`config.mk`:
```
export PLATFORM = sky130hd
export DESIGN_NAME = wb_port_arbiter
export DESIGN_NICKNAME = d
export VERILOG_FILES = /design/src/rtl/cpu_pkg.sv /design/src/rtl/wb_port_arbiter.sv
export SDC_FILE = /design/constraint.sdc
export NUM_CORES = 1
export LEC_CHECK = 0
export CORE_MARGIN = 5
export CORE_UTILIZATION = 41
export CTS_CLUSTER_SIZE = 10
export DETAILED_ROUTE_END_ITERATION = 10
export PLACE_DENSITY_LB_ADDON = 0.1
export SLEW_MARGIN = 20
export SYNTH_ARGS = -nofsm -noshare
export SYNTH_HDL_FRONTEND = slang
export SYNTH_SLANG_ARGS = --single-unit
```
`constraint.sdc`:
```
create_clock -name clk -period 1.6 [get_ports clk]
set_input_delay 0.16 -clock clk [delete_from_list [all_inputs] [get_ports clk]]
set_output_delay 0.16 -clock clk [all_outputs]
set_load 0.02 [all_outputs]
```
`src/rtl/cpu_pkg.sv`:
```
// Shared CPU-wide constants and the writeback port arbiter state encoding.
package cpu_pkg;

    localparam int unsigned REG_AW = 5;
    localparam int unsigned DATA_W = 32;

    localparam logic [REG_AW-1:0] REG_ZERO = 5'd0;

    typedef enum logic {
        ARB_NORMAL = 1'b0,
        ARB_URGENT = 1'b1
    } arb_state_t;

endpackage

```
`src/rtl/wb_port_arbiter.sv`:
```
// Arbitrates the single regfile write port between the pipeline writeback path and the MDU.
// The pipeline has priority; a starvation guard forces the MDU through after MAX_WAIT blocked cycles.
module wb_port_arbiter
    import cpu_pkg::*;
#(
    parameter int unsigned MAX_WAIT = 4,
    parameter int unsigned CNT_W    = 3
) (
    input  logic              clk,
    input  logic              resetn,
    input  logic              pipe_valid,
    input  logic [REG_AW-1:0] pipe_waddr,
    input  logic [DATA_W-1:0] pipe_wdata,
    output logic              pipe_ready,
    input  logic              mdu_valid,
    input  logic [REG_AW-1:0] mdu_waddr,
    input  logic [DATA_W-1:0] mdu_wdata,
    output logic              mdu_ready,
    output logic              rf_we,
    output logic [REG_AW-1:0] rf_waddr,
    output logic [DATA_W-1:0] rf_wdata,
    output logic              mdu_urgent
);

    arb_state_t        r_state;
    logic [CNT_W-1:0]  r_wait_cnt;
    logic              r_rf_we;
    logic [REG_AW-1:0] r_rf_waddr;
    logic [DATA_W-1:0] r_rf_wdata;

    logic              w_pw;
    logic              w_mw;
    logic              w_pipe_ready;
    logic              w_mdu_ready;
    logic              w_pipe_win;
    logic              w_we;
    logic              w_mdu_blocked;

    assign w_pw = pipe_valid && (pipe_waddr != REG_ZERO);
    assign w_mw = mdu_valid && (mdu_waddr != REG_ZERO);

    // Same nonzero destination lets both sides complete; the younger pipe write wins the data.
    always_comb begin
        w_pipe_ready = 1'b1;
        w_mdu_ready  = 1'b0;
        if (resetn) begin
            if (r_state == ARB_NORMAL) begin
                w_mdu_ready = !w_pw || (mdu_waddr == pipe_waddr);
            end else begin
                w_mdu_ready  = 1'b1;
                w_pipe_ready = !w_pw || (pipe_waddr == mdu_waddr);
            end
        end
    end

    assign w_pipe_win    = w_pw && w_pipe_ready;
    assign w_we          = w_pipe_win || (w_mw && w_mdu_ready);
    assign w_mdu_blocked = mdu_valid && !w_mdu_ready;

    always_ff @(posedge clk or negedge resetn) begin
        if (!resetn) begin
            r_state    <= ARB_NORMAL;
            r_wait_cnt <= '0;
        end else begin
            if (w_mdu_blocked) begin
                if (r_wait_cnt != '1) begin
                    r_wait_cnt <= r_wait_cnt + 1'b1;
                end
            end else begin
                r_wait_cnt <= '0;
            end

            case (r_state)
                ARB_NORMAL: begin
                    if (w_mdu_blocked && (r_wait_cnt == CNT_W'(MAX_WAIT - 1))) begin
                        r_state <= ARB_URGENT;
                    end
                end
                // MDU is always ready here, so URGENT lasts one cycle whether or not it is still valid.
                ARB_URGENT: begin
                    r_state <= ARB_NORMAL;
                end
                default: begin
                    r_state <= ARB_NORMAL;
                end
            endcase
        end
    end

    always_ff @(posedge clk or negedge resetn) begin
        if (!resetn) begin
            r_rf_we    <= 1'b0;
            r_rf_waddr <= '0;
            r_rf_wdata <= '0;
        end else begin
            r_rf_we <= w_we;
            if (w_we) begin
                r_rf_waddr <= w_pipe_win ? pipe_waddr : mdu_waddr;
                r_rf_wdata <= w_pipe_win ? pipe_wdata : mdu_wdata;
            end
        end
    end

    assign pipe_ready = w_pipe_ready;
    assign mdu_ready  = w_mdu_ready;
    assign rf_we      = r_rf_we;
    assign rf_waddr   = r_rf_waddr;
    assign rf_wdata   = r_rf_wdata;
    assign mdu_urgent = (r_state == ARB_URGENT);

endmodule

```
Word-level counts from Yosys, hierarchy flattened
Index checks and enable logic that the tools add are counted.
- add/sub/neg operators: 1
- reduce and logical (&&, ||, !) cells: 13
- bitwise gates (word level): 1
- muxes and demuxes: 10
- equality and inequality tests: 5
- operator list (cell ; number):
    32-bit 2-to-1 mux ; 1
    5-bit == test ; 2
    5-bit nonzero test ; 2
    1-bit logical AND ; 6
    3-bit 2-to-1 mux ; 2
    1-bit 2-to-1 mux ; 5
    5-bit 2-to-1 mux ; 1
    3-bit by 1-bit adder with 3-bit output, second input constant ; 1
    3-bit by 2-bit == test with 1-bit output, second input constant ; 1
    1-bit logical OR ; 3
    3-bit inequality test, second input constant ; 1
    1-bit logical NOT ; 2
    2-bit by 1-bit inequality test with 1-bit output, second input constant ; 1
    1-bit one-hot mux with 2 select lines ; 1
    1-bit NOT ; 1
- bits in registers: 42
- input bits: 78

Logic depth before layout (Yosys ltp)
Gate-level depths: netlist (run 1).
- depth after elaboration: 11
- gate-level depth with buffers: 8
- mapped depth without buffers: 5

Worst setup path after synthesis (run 1)
OpenSTA, ideal clock, no wires.
- kind: register -> register
- start: register r_state (netlist: mdu_urgent)
- end: register r_state (netlist: mdu_urgent)
- period minus slack after synthesis: 1.605 ns
- data arrival time: 1.516 ns
- stages on the path, launching flop included: 7
- slack: -0.005 ns
- data required time: 1.511 ns
- path through: dfrtp_1 -> nor2b_1 -> o21ai_2 -> a2bb2oi_2 -> buf_2 -> nand2_1 -> nor3b_1
- longest elaborated chain between the ends: 7
- elaborated cells on any way between the ends: 8
- those cells by class: 4 x mux; 1 x bitwise; 3 x reduce/logical
- ends and longest elaborated chain (item ; line ; source):
    from (decl) ; wb_port_arbiter.sv:25 ; arb_state_t r_state;
    from (signal assigned) ; wb_port_arbiter.sv:62 ; r_state <= ARB_NORMAL;
    from (signal assigned) ; wb_port_arbiter.sv:76 ; r_state <= ARB_URGENT;
    from (signal assigned) ; wb_port_arbiter.sv:81 ; r_state <= ARB_NORMAL;
    1-bit 2-to-1 mux ; wb_port_arbiter.sv:47 ; if (r_state == ARB_NORMAL) begin
    1-bit 2-to-1 mux ; wb_port_arbiter.sv:46 ; if (resetn) begin
    1-bit logical NOT ; wb_port_arbiter.sv:58 ; assign w_mdu_blocked = mdu_valid && !w_mdu_ready;
    1-bit logical AND ; wb_port_arbiter.sv:58 ;
    1-bit logical AND ; wb_port_arbiter.sv:75 ; if (w_mdu_blocked && (r_wait_cnt == CNT_W'(MAX_WAIT - 1))) begin
    1-bit 2-to-1 mux ; wb_port_arbiter.sv:75 ;
    1-bit one-hot mux with 2 select lines (*) ; wb_port_arbiter.sv:73 ; case (r_state)
Mark *: on every way between the ends. The rest lies on a longest branch, timed or not.
A chain may end at the register's enable or synchronous reset.

Worst setup path after layout (run 1)
- start: register r_state (netlist: mdu_urgent)
- end: register r_rf_wdata[7] (netlist: rf_wdata[7])
- longest elaborated chain between the ends: 4
- elaborated cells on any way between the ends: 8
- those cells by class: 5 x mux; 3 x reduce/logical
- ends and longest elaborated chain (item ; line ; source):
    1-bit 2-to-1 mux ; wb_port_arbiter.sv:47 ;
    1-bit 2-to-1 mux ; wb_port_arbiter.sv:46 ;
    1-bit logical AND, on equally long branches ; wb_port_arbiter.sv:56, wb_port_arbiter.sv:57 ;
    32-bit 2-to-1 mux / 1-bit logical OR (equally long branches) ; wb_port_arbiter.sv:99, wb_port_arbiter.sv:57 ;
    to (signal assigned) ; wb_port_arbiter.sv:99 ; r_rf_wdata <= w_pipe_win ? pipe_wdata : mdu_wdata;
    to (decl) ; wb_port_arbiter.sv:29 ; logic [DATA_W-1:0] r_rf_wdata;
Parallel ways exist; a longest one is shown, timed or not.

==> impl_results.md, run 1 <==
* Status: finished, violations left
* Failing checks: setup timing
* Sequential element share of the synthesized area at 43.7%
* CP Data Arrival Time at ~1900 ps
* Leak at 1.86 nW
* Clk slew on worst S/H paths at ~80 ps
* Layout cells sized above 1 at between 20% and 30%
* # IOs at roughly 120
* CTS max path bufs at 2
* Unrepaired setup endpoints after global routing: yes
* Worst Path Required at between 1500 and 2000 ps
* Width of the die at 86.6 um
* Drt pass-1 iters at 4
* Pwr Density at ~740 nW/um^2
* Starting Density at roughly 41%
* Vias/cell at 5.28
* Vias in the first global route at between 2,000 and 3,000
* Max Cap Viol at 0
* Post-synthesis xor/xnor area fraction at under 10%
* Internal Power at 2.21 mW
* Final WS setup at -60.2 ps
* GR Util All Layers at a little over a fifth
* # clock sinks at 42
* Die ar. at approximately 7500 sq um
* Sw Share at about a third
* Initial antenna violation count at 0
* Top cells by area, synth: dfrtp_1 (44%), o31a_1 (11%), o21ai_0 (7.9%)
* Largest net degree at the start of global routing at 41
* Routed wire length at approximately 8.6 mm
* Syn Inst Count at around 280
* Slew Limit Fails at 0
* Via count at approximately 2,600
* Register bit total from synthesis at 42
* Top_reg_cell synth: dfrtp_1
* # nets final at ~500
* Fin crit share at 104%
* Fillers at 434
* First-pass GRT wire length at around 13 mm
* Synth Cell Area at between 2000 and 2500 sq um
* Most frequent cell after synthesis: dfrtp_1
* Synthesized Nets at between 300 and 400
* Worst VDD drop at about 450 uV
* Most frequent cells after synthesis: dfrtp_1 (42), nor2_1 (41), o21ai_0 (38)
* Async S/R FF share, synth at between 90% and 100%
* Adder and majority cell fraction of the synthesized area at approximately 1.6%
* Kind of critical path: register to register
* GPL Wtd Cong at just over 0.8
* Worst relative slew slack at between 60 and 70%
* Crit path max fanout at 8
* Final hold vios at 0
* Slowest-stage cell, CP: or3b_4
* Layout area overhead at 83.7%
* Die span in y at approximately 87 um
* DPL Wire Length at between 5 and 6 mm
* GR Overflow Total at 0
* Synth Warn # at 0
* CP max stage delay at 480 ps
* Max Fclk at 602 MHz
* CP Launch Type: register
* ANT cells at 0
* Unique cell type count in the Yosys netlist at 30
* Clock Latency Late Sink at 300 ps
* Flop pwr share at between 30% and 40%
* H-tree depth at 2
* Post-synth EDFFs at 0
* Clock Power Share at between 20% and 30%
* Main combinational cell family by area after synthesis: compound AO/OA/AOI/OAI gates
* ANT nets after route at 0
* Drt initial violations at 115
* Num CTS Buffers at 5
* CP endpoint kind: register
* Clock tree from TritonCTS: yes
* Simple-gate portion of the synthesized area at approximately a tenth
* Final Power at 3.26 mW
* Mux share of post-synthesis cell area at less than 1%
* Core area at slightly below 6000 sq um
* Worst hold path class: input port to asynchronous set/reset pin
* Synth Area in Compound Gates at ~30%
* DRC viols at 0
* Slew at the pin with the worst max-slew slack at approximately 580 ps
* Psw at 1.05 mW
* Crit path max-delay family: simple AND/OR/NAND/NOR gates
* WP buf/inv at 2
* Crit path cell chain: nand2_2 > a31oi_1 > or3b_4 > buf_6 > buf_12 > o31a_1 > a21oi_2
* Gate power share at between 30% and 40%
* Synth area leader: dfrtp_1
* Yosys top cell area share at a little over two fifths
* Skew final at about 7.8 ps
* # port buffers at 118
* Final setup viols at 20
* Clk root buf: clkbuf_8
* Final Critical Period at 1660 ps
* Avg Inst Size Synth at 8.54 sq um
* Min Hold Slack at 94.0 ps
* Avg WL per Cell at approximately 17 um
* Num rows at 28
[final cells by class]
type / count / area (sq um) / area share (%)
Clock buffer: 6 / 82.6 / 1.87
Clock inverter: 2 / 12.5 / 0.283
Inverter: 34 / 128 / 2.89
Multi-Input combinational cell: 182 / 1340 / 30.3
Sequential cell: 42 / 1050 / 23.8
Tap cell: 75 / 93.8 / 2.12
Timing Repair Buffer: 156 / 1710 / 38.8
[final timing paths]
| check | from | end | slack, ps | cells after the start |
|---|---|---|---|---|
| worst max register to register | mdu_urgent | rf_wdata[7] | -60 | 7 |
| min in group clk | pipe_waddr[2] | rf_waddr[2] | 240 | 4 |
| worst max-delay path | mdu_urgent | rf_wdata[7] | -60 | 7 |
| worst min-delay path | resetn | r_wait_cnt[2] | 90 | 3 |
| max in group asynchronous | resetn | rf_wdata[6] | 640 | 3 |
| worst min register to register | rf_wdata[22] | rf_wdata[22] | 540 | 2 |
[state kept, by name, indices dropped and copies added (netlist names)]
signal	flops
mdu_urgent	1
r_wait_cnt	3
rf_waddr	5
rf_wdata	32
rf_we	1
[power by group through the flow]
stage	logic, mW	registers, mW	clock network (mW)
6_report	1.29	1.24	0.725
5_1_grt	1.37	1.26	0.790
4_1_cts	1.22	1.24	0.747
3_5_place_dp	1.06	1.26	0
3_3_place_gp	1.05	1.25	0
2_1_floorplan	0.353	1.40	0
[metal layers]
| layer | vias to the layer above | track usage [%] | share of wire (%) |
|---|---|---|---|
| met1 | 1256 | 28.0 | 41 |
| met4 | 0 | 5.52 | 0.88 |
| met2 | 106 | 34.8 | 49 |
| li1 | 1257 | - | - |
| met5 | - | 0 | 0 |
| met3 | 6 | 6.18 | 9.4 |
[cells by family (layout without fill, tap and decap cells)]
| logic type | after synthesis | count (layout) |
|---|---|---|
| multiplexers | 1 | 1 |
| adder cells (fa/ha/maj) | 3 | 3 |
| buffers and inverters | 58 | 198 |
| XOR/XNOR | 6 | 6 |
| AND/OR/NAND/NOR | 57 | 57 |
| flip-flops | 42 | 42 |
| AO/OA/AOI/OAI | 115 | 115 |
[worst register-to-register path, delay by kind of cell (launching register included)]
| family | cells | cell delay (ps) |
|---|---|---|
| buffers and inverters | 2 | 300 |
| AO/OA/AOI/OAI | 3 | 290 |
| AND/OR/NAND/NOR | 2 | 580 |
| flip-flops | 1 | 420 |
[per-stage QoR]
stage,TNS [ps],utilization [%],area (sq um),worst slack [ps],instances
3_5_place_dp,-26000,64.6,3760,-674,472
4_1_cts,-932,72.9,4240,-68.6,498
5_1_grt,-2470,76.0,4420,-124,497
2_1_floorplan,-43.3,-,2420,-4.33,282
3_3_place_gp,-24150,64.6,3760,-648,472
6_report,-635,76.0,4420,-60.2,497
[layout by cell type (no fill, tap or decap), types with 3 or more instances in the layout]
cell and n:
a21oi_1 17, a21oi_2 16, a31oi_1 6, buf_12 7
buf_16 7, buf_2 4, buf_4 16, buf_6 7
clkbuf_8 6, clkdlybuf4s50_1 104, dfrtp_1 42, dlygate4sd2_1 5
ha_1 3, inv_1 34, nand4_1 5, nor2_1 16
nor2_2 12, nor2_4 13, o21ai_0 34, o21ai_1 4
o31a_1 31, xnor2_1 3
[repair_timing]
action,in CTS,in global routing
pin swaps,16,22
buffers inserted,10,0
hold endpoints to repair,12,0
cloned,7,2
setup endpoints to repair,44,41
hold buffers,1,0
gates resized for setup,66,58
(Power assumes the default switching activity.)
==> run 2, diff against run 1 <==
ABC_CLOCK_PERIOD_IN_PS = 1600   (was not set)
==> results of run 2 <==
Same layout as run 1: the final DEF is identical, and so are final timing and power.
==> run 3, diff against run 2 <==
CORE_MARGIN = not set   (was 5)
REMOVE_ABC_BUFFERS = 1   (was not set)
==> run 3 against run 2 <==
  * The run still ends with setup timing left
  * Register-to-register slack got worse by 90 ps
  * Maximum frequency shrank 5.0%
  * Utilization is 6.1 points higher
  * Non-clock buffer count up 11
  * Hold slack better by 34 ps
  * Die area fell by 18%
  * Clock-buffer cell count is the same
  * Largest cell class unchanged
==> impl_results.md, run 3 (synthesis gave the netlist of run 1 again) <==
* CTS max path bufs at 2 (unchanged)
* CP endpoint kind: register
* # clock sinks at 42 (unchanged)
* GR Overflow Total at 0 (unchanged)
* Max Fclk at 572 MHz (-5.0%)
* DRC viols at 0 (unchanged)
* Layout cells sized above 1 at 28.8% (+3.9 points)
* Skew final at 4.58 ps (-3.25 ps)
* Max Cap Viol at 0 (unchanged)
* Flop pwr share at 37.2% (-0.9 points)
* Slew at the pin with the worst max-slew slack at 857 ps (+278 ps)
* Die ar. at 6180 sq um (-18%)
* CP Data Arrival Time at 1980 ps (+90 ps)
* Drt pass-1 iters at 5 (+1)
* Largest net degree at the start of global routing at 36 (-12%)
* Fillers at 351 (-19%)
* Slowest-stage cell, CP: or3b_4
* Fin crit share at 109% (+5.5 points)
* Pre-CTS setup slack at -666 ps (+7.79 ps)
* Via count at 2,780 (+5.9%)
* Worst relative slew slack at 42.7% (-19 points)
* CP Launch Type: register
* Kind of critical path: register to register
* Num rows at 27 (-3.6%)
* CP max stage delay at 480 ps (about the same)
* GPL Wtd Cong at 0.798 (-1.5%)
* Cell mode on critical path: buf_6
* Routed wire length at 9.52 mm (+11%)
* Gate power share at 41.8% (+2.2 points)
* Drt initial violations at 188 (+63%)
* Crit path max fanout at 8 (unchanged)
* Final Critical Period at 1750 ps (+87.9 ps)
* Most common cell after layout, fill and taps aside: clkdlybuf4s50_1
* Pwr Density at 731 nW/um^2 (-0.84%)
* Num CTS Buffers at 5 (unchanged)
* # IOs at 119 (unchanged)
* Failing checks: setup timing
* Vias in the first global route at 2,735 (+5.8%)
* Clk slew on worst S/H paths at 80 ps (about the same)
* Clock Latency Late Sink at 300 ps (about the same)
* Clk root buf: clkbuf_8
* Largest register FFs at 32 (unchanged)
* Worst Path Required at 1830 ps (about the same)
* ANT cells at 0 (unchanged)
* Worst VDD drop at 575 uV (+28%)
* Clock Power Share at 21.0% (-1.2 points)
* Min Hold Slack at 128 ps (+33.9 ps)
* Crit path cell chain: buf_6 > nand2_4 > a31oi_2 > or3b_4 > buf_6 > buf_12 > o31a_1 > a21oi_2
* # port buffers at 118 (unchanged)
* Final setup viols at 36 (+80%)
* Worst hold path class: input port to asynchronous set/reset pin
* Non-filler cells, final at 503 (+1.2%)
* Final WS setup at -148 ps (-87.9 ps)
* Final hold vios at 0 (unchanged)
* H-tree depth at 2 (unchanged)
* Layout area overhead at 90.2%
* Avg WL per Cell at 18.9 um (+9.5%)
* Internal Power at 2.26 mW (+2.2%)
* Unrepaired setup endpoints after global routing: yes
* R2R setup slack at -150 ps (-90 ps)
* Width of the die at 78.6 um (-9.2%)
* Most frequent cells in the layout: clkdlybuf4s50_1 (104), dfrtp_1 (42), inv_1 (33), o21ai_0 (33), o31a_1 (31)
* Psw at 1.09 mW (+3.8%)
* Status: finished, violations left
* Core area at 5570 sq um (-4.2%)
* DPL Wire Length at 4.64 mm (-9.7%)
* Leak at 1.95 nW (+4.8%)
* Initial antenna violation count at 0 (unchanged)
* Starting Density at 43.2% (+1.8 points)
* Die span in y at 78.6 um (-9.2%)
* Clock tree from TritonCTS: yes
* ANT nets after route at 0 (unchanged)
* Slew Limit Fails at 0 (unchanged)
* Dpl cells at 469 (-0.64%)
* First-pass GRT wire length at 13.7 mm (+8.2%)
* # nets final at 513 (+2.2%)
* GR Util All Layers at 29.0% (+7.6 points)
* Vias/cell at 5.53 (+4.6%)
* Sw Share at 32.6% (+0.33 points)
-- run 3: cell types whose count changed in the layout (fill, tap and decap cells not counted), moves of 3 or more --
cell,change
buf_4,+4
buf_6,+3
nor2_1,+5
nor2_2,+7
nor2_4,-12
o21ai_2,+3
xnor2_1,-3
xnor2_2,+3
-- run 3: per-stage QoR --
step                      setup TNS, ps  total power, mW  cell area, sq um  util (%)
after floorplan                  -62400             1.71              2260         -
after global placement           -24280             2.30              3780      67.8
after detailed placement         -24580             2.32              3780      67.8
after CTS                         -3040             3.21              4360      78.1
after global routing              -6350             3.48              4580      82.2
final                             -3820             3.35              4580      82.2
-- run 3: cell type report --
cell class	instances	area, sq um	share of cell area [%]
clock buffer	6	82.6	1.80
inverter	34	128	2.79
multi-input combinational	182	1350	29.6
sequential	42	1050	23.0
tap	72	90.1	1.97
timing repair buffer	167	1870	40.9
-- run 3: worst max-delay path, delay by kind of cell (launching register included) --
| kind | cells | cell delay (ps) |
|---|---|---|
| flip-flops | 1 | 400 |
| buffers and inverters | 3 | 430 |
| AND/OR/NAND/NOR | 2 | 540 |
| AO/OA/AOI/OAI | 3 | 290 |
-- run 3: worst paths after layout --
kind / start / endpoint / cells past startpoint
max: mdu_urgent / rf_wdata[7] / 8
min: resetn / rf_waddr[2] / 3
max reg2reg: mdu_urgent / rf_wdata[7] / 8
min reg2reg: rf_wdata[15] / rf_wdata[15] / 2
max in group asynchronous: resetn / rf_wdata[9] / 3
min in group clk: pipe_waddr[3] / rf_waddr[3] / 3
-- run 3: layer usage --
metal,vias up,track usage [%],routed length [um]
met5,-,0,0
met2,132,50.4,5070
met1,1352,34.3,3590
met3,21,6.51,676
li1,1275,-,-
met4,0,11.5,192
-- run 3: power by group through the flow --
stage                     combinational, mW  clock, mW  sequential [mW]
after floorplan                       0.307          0             1.40
after global placement                 1.05          0             1.26
after detailed placement               1.06          0             1.26
after CTS                              1.28      0.697             1.24
after global routing                   1.48      0.742             1.26
final                                  1.40      0.702             1.25
-- run 3: repair_timing --
item	in CTS	in global routing
hold buffers	1	0
gates resized for setup	68	55
endpoints found under the setup margin	44	42
hold endpoints to repair	17	0
gates cloned	11	3
pin swaps	41	18
buffers inserted	7	8
